### src/rtl/mult_unit.sv
// ---------------------------------------------------------------------------
// mult_unit
// Sequential shift-add unsigned multiplier for the datapath MUL instruction.
// One multiplier bit is consumed per clock (LSB first), so the latency is
// fixed at DATA_W RUN cycles whatever the operand values are.
//
// Ports
//   CLK       in   1       system clock, rising-edge active
//   RESET     in   1       asynchronous active-high reset
//   START     in   1       request from control unit, honoured only in IDLE
//   OPERAND1  in   DATA_W  multiplicand (register-file OUT1)
//   OPERAND2  in   DATA_W  multiplier   (register-file OUT2)
//   RESULT    out  DATA_W  low half of the unsigned product, held until next op
//   BUSY      out  1       pipeline stall request, high only while in RUN
//   DONE      out  1       one-cycle result-valid / register-file write strobe
//   OVERFLOW  out  1       upper half of the full product is non-zero
// ---------------------------------------------------------------------------
module mult_unit #(
    parameter int DATA_W = 8
) (
    input  logic              CLK,
    input  logic              RESET,
    input  logic              START,
    input  logic [DATA_W-1:0] OPERAND1,
    input  logic [DATA_W-1:0] OPERAND2,
    output logic [DATA_W-1:0] RESULT,
    output logic              BUSY,
    output logic              DONE,
    output logic              OVERFLOW
);

    localparam int CNT_W = $clog2(DATA_W + 1);
    localparam logic [CNT_W-1:0] CNT_ZERO = {CNT_W{1'b0}};
    localparam logic [CNT_W-1:0] CNT_ONE  = {{(CNT_W-1){1'b0}}, 1'b1};
    // Counter value while the final shift-add step is being performed.
    localparam logic [CNT_W-1:0] CNT_LAST = CNT_W'(DATA_W - 1);

    typedef enum logic [1:0] {
        ST_IDLE = 2'd0,
        ST_RUN  = 2'd1,
        ST_DONE = 2'd2
    } state_t;

    state_t                r_state;
    state_t                w_state_next;
    logic [2*DATA_W-1:0]   r_mcand;
    logic [DATA_W-1:0]     r_mplier;
    logic [2*DATA_W-1:0]   r_acc;
    logic [CNT_W-1:0]      r_cnt;
    logic [DATA_W-1:0]     r_result;
    logic                  r_overflow;
    logic                  r_busy;
    logic                  r_done;

    logic [2*DATA_W-1:0]   w_addend;
    logic [2*DATA_W-1:0]   w_acc_next;
    logic                  w_last;

    // Partial-product step: full 2*DATA_W wide so no carry is ever lost.
    always_comb begin
        w_addend   = {(2*DATA_W){1'b0}};
        if (r_mplier[0]) begin
            w_addend = r_mcand;
        end else begin
            w_addend = {(2*DATA_W){1'b0}};
        end
        w_acc_next = r_acc + w_addend;
        w_last     = (r_cnt == CNT_LAST);
    end

    // Next-state logic for the IDLE -> RUN -> DONE_ST -> IDLE sequence.
    always_comb begin
        w_state_next = r_state;
        case (r_state)
            ST_IDLE: begin
                if (START) begin
                    w_state_next = ST_RUN;
                end else begin
                    w_state_next = ST_IDLE;
                end
            end
            ST_RUN: begin
                if (w_last) begin
                    w_state_next = ST_DONE;
                end else begin
                    w_state_next = ST_RUN;
                end
            end
            ST_DONE: begin
                w_state_next = ST_IDLE;
            end
            default: begin
                w_state_next = ST_IDLE;
            end
        endcase
    end

    // State register.
    always_ff @(posedge CLK or posedge RESET) begin
        if (RESET) begin
            r_state <= ST_IDLE;
        end else begin
            r_state <= w_state_next;
        end
    end

    // Operand capture and one shift-add iteration per RUN cycle.
    always_ff @(posedge CLK or posedge RESET) begin
        if (RESET) begin
            r_mcand  <= {(2*DATA_W){1'b0}};
            r_mplier <= {DATA_W{1'b0}};
            r_acc    <= {(2*DATA_W){1'b0}};
            r_cnt    <= CNT_ZERO;
        end else begin
            case (r_state)
                ST_IDLE: begin
                    if (START) begin
                        r_mcand  <= {{DATA_W{1'b0}}, OPERAND1};
                        r_mplier <= OPERAND2;
                        r_acc    <= {(2*DATA_W){1'b0}};
                        r_cnt    <= CNT_ZERO;
                    end
                end
                ST_RUN: begin
                    r_acc    <= w_acc_next;
                    r_mcand  <= r_mcand << 1;
                    r_mplier <= r_mplier >> 1;
                    r_cnt    <= r_cnt + CNT_ONE;
                end
                default: begin
                    r_acc <= r_acc;
                end
            endcase
        end
    end

    // Registered status flags follow the next state; the result is loaded
    // from the final accumulator sum on the edge that enters DONE_ST and is
    // then held until the next completion.
    always_ff @(posedge CLK or posedge RESET) begin
        if (RESET) begin
            r_busy     <= 1'b0;
            r_done     <= 1'b0;
            r_result   <= {DATA_W{1'b0}};
            r_overflow <= 1'b0;
        end else begin
            r_busy <= (w_state_next == ST_RUN);
            r_done <= (w_state_next == ST_DONE);
            if ((r_state == ST_RUN) && w_last) begin
                r_result   <= w_acc_next[DATA_W-1:0];
                r_overflow <= |w_acc_next[2*DATA_W-1:DATA_W];
            end
        end
    end

    assign RESULT   = r_result;
    assign OVERFLOW = r_overflow;
    assign BUSY     = r_busy;
    assign DONE     = r_done;

endmodule

### config.mk
export PLATFORM = sky130hd
export DESIGN_NAME = mult_unit
export DESIGN_NICKNAME = d
export VERILOG_FILES = /design/src/rtl/mult_unit.sv
export SDC_FILE = /design/constraint.sdc
export NUM_CORES = 1
export LEC_CHECK = 0
export CAP_MARGIN = 30
export CORE_AREA = 2 2 80 82
export CTS_BUF_LIST = sky130_fd_sc_hd__clkbuf_4 sky130_fd_sc_hd__clkbuf_8
export DETAILED_ROUTE_END_ITERATION = 16
export DIE_AREA = 0 0 82 84
export GPL_TIMING_DRIVEN = 1
export PLACE_DENSITY_LB_ADDON = 0.15
export SLEW_MARGIN = 30
export SYNTH_ARGS = -nofsm -noshare
export SYNTH_HDL_FRONTEND = slang
export SYNTH_SLANG_ARGS = --single-unit
### constraint.sdc
create_clock -name CLK -period 4.1 [get_ports CLK]
set_input_delay 0.82 -clock CLK [delete_from_list [all_inputs] [get_ports CLK]]
set_output_delay 0.82 -clock CLK [all_outputs]
set_load 0.05 [all_outputs]
==> results.txt <==
Top FF cell, synth -> dfrtp_1
Post_cts resized -> 0
Ant diodes -> 0
First-pass GRT wire length -> 12.0 mm
Vias in the first global route -> 2502
Num CTS Buffers -> 9
Site Rows -> 29
Gr ovfl total -> 0
Worst path slowest cell -> dfrtp_1
CTS Buffer Depth -> 2
Critical path data required time -> 4.33 ns
Synthesized net count -> 348
EDFF count, synth -> 0
Setup TNS -> 0 ns
Multi-input gate area -> 1680 sq um
Synth top area cells -> dfrtp_1 45%, ha_1 6.3%, a22o_1 6.0%
DRT iter0 DRCs -> 142
I/O Pins -> 30
F_max -> 303 MHz
Peak VDD IR -> 0.429 mV
Worst-path cell chain -> and2_1 -> ha_1 -> fa_1 -> a21oi_2 -> o22a_2 -> a2111oi_2 -> or4_4 -> a2111oi_4 -> nand4b_1 -> o32a_1
Worst Path Class, Setup -> reg2reg
Hold Buf Count CTS -> 0
Initial Utilization -> 0.524
Storage cell area -> 1430 sq um
Fin. Hold Viols -> 0
Worst slew pin tran -> 0.789 ns
Max Cap Viol -> 0
Lkg Pwr -> 0.00167 uW
Buffers & Inverters on Critical Path -> 0
Clk pin slew, worst setup/hold paths -> 0.06 ns
Post-DRT Antenna Nets -> 0
CP arrival -> 3.52 ns
Worst setup SP type -> flip-flop
Sw frac -> 0.408
Status -> complete, no violations
Pre-Repair DR Iteration Count -> 4
Post-synth ARST share -> 1.00
Crit share post-route -> 0.804
Die outline width -> 82 microns
CTS root buf -> clkbuf_8
GRT Total Usage -> 0.229
Worst hold path class -> reg2reg
Crit path time final -> 3.30 ns
Non-Filler Instances -> 423
Final core occ -> 0.616
Core area -> 6100 sq um
Layout cell share with drive strength beyond 1 -> 0.130
Logic gate share of total power -> 0.444
Clock sinks -> 57
Switch Pwr -> 1100 uW
Delay of the slowest critical-path stage -> 0.54 ns
Total Wirelength -> 6.99 mm
Nets -> 377
Gpl congestion -> 0.857
Reg2Reg Launch Point -> r_mplier[0]
Yosys cell types -> 48
Seq pwr share -> 0.357
# setup viols final -> 0
H-tree levels -> 3
RSZ-0062 raised after global routing -> false
Pint -> 1590 uW
Hpwl dp -> 4.74 mm
Max Slew Vio Count -> 0
Die height -> 84 microns
Most common cell after layout, fill and taps aside -> dfrtp_1
Syn-to-layout area delta -> 17.5%
Cell area after synthesis -> 3200 sq um
Pwr Density -> 717 nW/um^2
Routed WL per cell -> 16.5 microns
HP Start -> r_acc[10]
Clock share of power -> 0.199
Via density -> 5.85
CP Max Fanout -> 18
Largest area contributor in the netlist -> dfrtp_1
Number of antenna violations at the first check in global routing -> 0
Vias -> 2474
# DRC -> 0
Area share of the largest cell type after synthesis -> 0.446
Clock latency on the worst-skew pair -> 0.35 ns
Fillers -> 511
Endpoint type of the worst setup path -> flip-flop
Inst Count DP -> 407
Final Hold Slack -> 0.494 ns
Cells after Synth -> 312
Ys Warns -> 0
Worst Clk Skew -> 0.00748 ns
Slew HR -> 0.473
Die area -> 6890 sq um
Port-buffer cells -> 29
Critical Path Source -> r_mplier[0]
Largest net degree at the start of global routing -> 39
Average size of a mapped cell -> 10.2 sq um
Seq/Total Area, Yosys -> 0.446
Delay-heaviest family, CP -> compound AO/OA/AOI/OAI gates
#FFs+latches synth -> 57
Most frequent cells in the layout -> 57 x dfrtp_1, 29 x clkdlybuf4s50_1, 27 x o21ai_0
Final total power -> 2690 uW
Post-CTS setup buffers -> 0
CTS tree -> done
## registers in the layout, summed over array words and instances, names as in the netlist
name,count
BUSY,1
DONE,1
OVERFLOW,1
RESULT,8
r_acc,16
r_cnt,4
r_mcand,16
r_mplier,8
r_state,2
## cells by family (layout without fill, tap and decap cells)
group,after synthesis,count (layout),share of synthesized area
muxes,7,7,0.0247
AOI/OAI and AO/OA,118,118,0.263
adders and majority gates,17,17,0.0689
DFF,57,57,0.446
xor gates and xnor gates,12,12,0.0329
buffers and inverters,23,57,0.0294
and+or+nand+nor,78,78,0.135
## power groups by stage
stage          Sequential [uW]  Combinational, uW  Clock [uW]
2_1_floorplan             1060                774           0
3_5_place_dp               967               1200           0
6_report                   961               1200         535
4_1_cts                    960               1210         547
5_1_grt                    989               1320         565
3_3_place_gp               963               1170           0
## tightest hold or removal path: stages, from the launching register on
cell     delay (ns)
dfrtp_1        0.35
nand2_1        0.05
o21ai_0        0.06
## layer usage
layer,wire length (microns),vias to the layer above,global-route usage
met5,0,-,0
met4,75,0,0.0833
met3,339,7,0.0649
met2,3440,48,0.356
met1,3140,1216,0.302
li1,-,1203,-
## path summary, 6_finish.rpt
path                            slack, ns  cells past startpoint         to
max in group asynchronous            2.48                      3       DONE
worst max register to register       0.80                     10   OVERFLOW
worst min-delay path                 0.49                      2  r_acc[10]
worst min register to register       0.49                      2  r_acc[10]
worst max-delay path                 0.80                     10   OVERFLOW
min in group asynchronous            0.78                      2  RESULT[3]
## per-stage QoR
| stage | worst slack [ns] | instance area [sq um] |
|---|---|---|
| floorplan | 0.997 | 3200 |
| global placement | 0.867 | 3560 |
| detailed placement | 0.850 | 3560 |
| CTS | 0.809 | 3760 |
| global route | 0.617 | 3760 |
| finish | 0.803 | 3760 |
## synthesized netlist by cell type, drive strengths merged, types with 4 or more instances
cell type,instances
dfrtp,57
o21ai,29
a21oi,26
a22o,22
nor2b,18
nand2,17
ha,16
and2,15
a22oi,14
clkbuf,14
xnor2,12
nor2,11
inv,8
mux2,7
a21o,6
and3,4
## area by class of cell
cell class	instances	share of cell area
multi-input combinational	232	0.448
sequential	57	0.380
timing repair buffer	33	0.0853
clock buffer	11	0.0386
tap	77	0.0256
clock inverter	5	0.0147
inverter	8	0.00799
No activity file was read; power rests on OpenSTA's default activity.
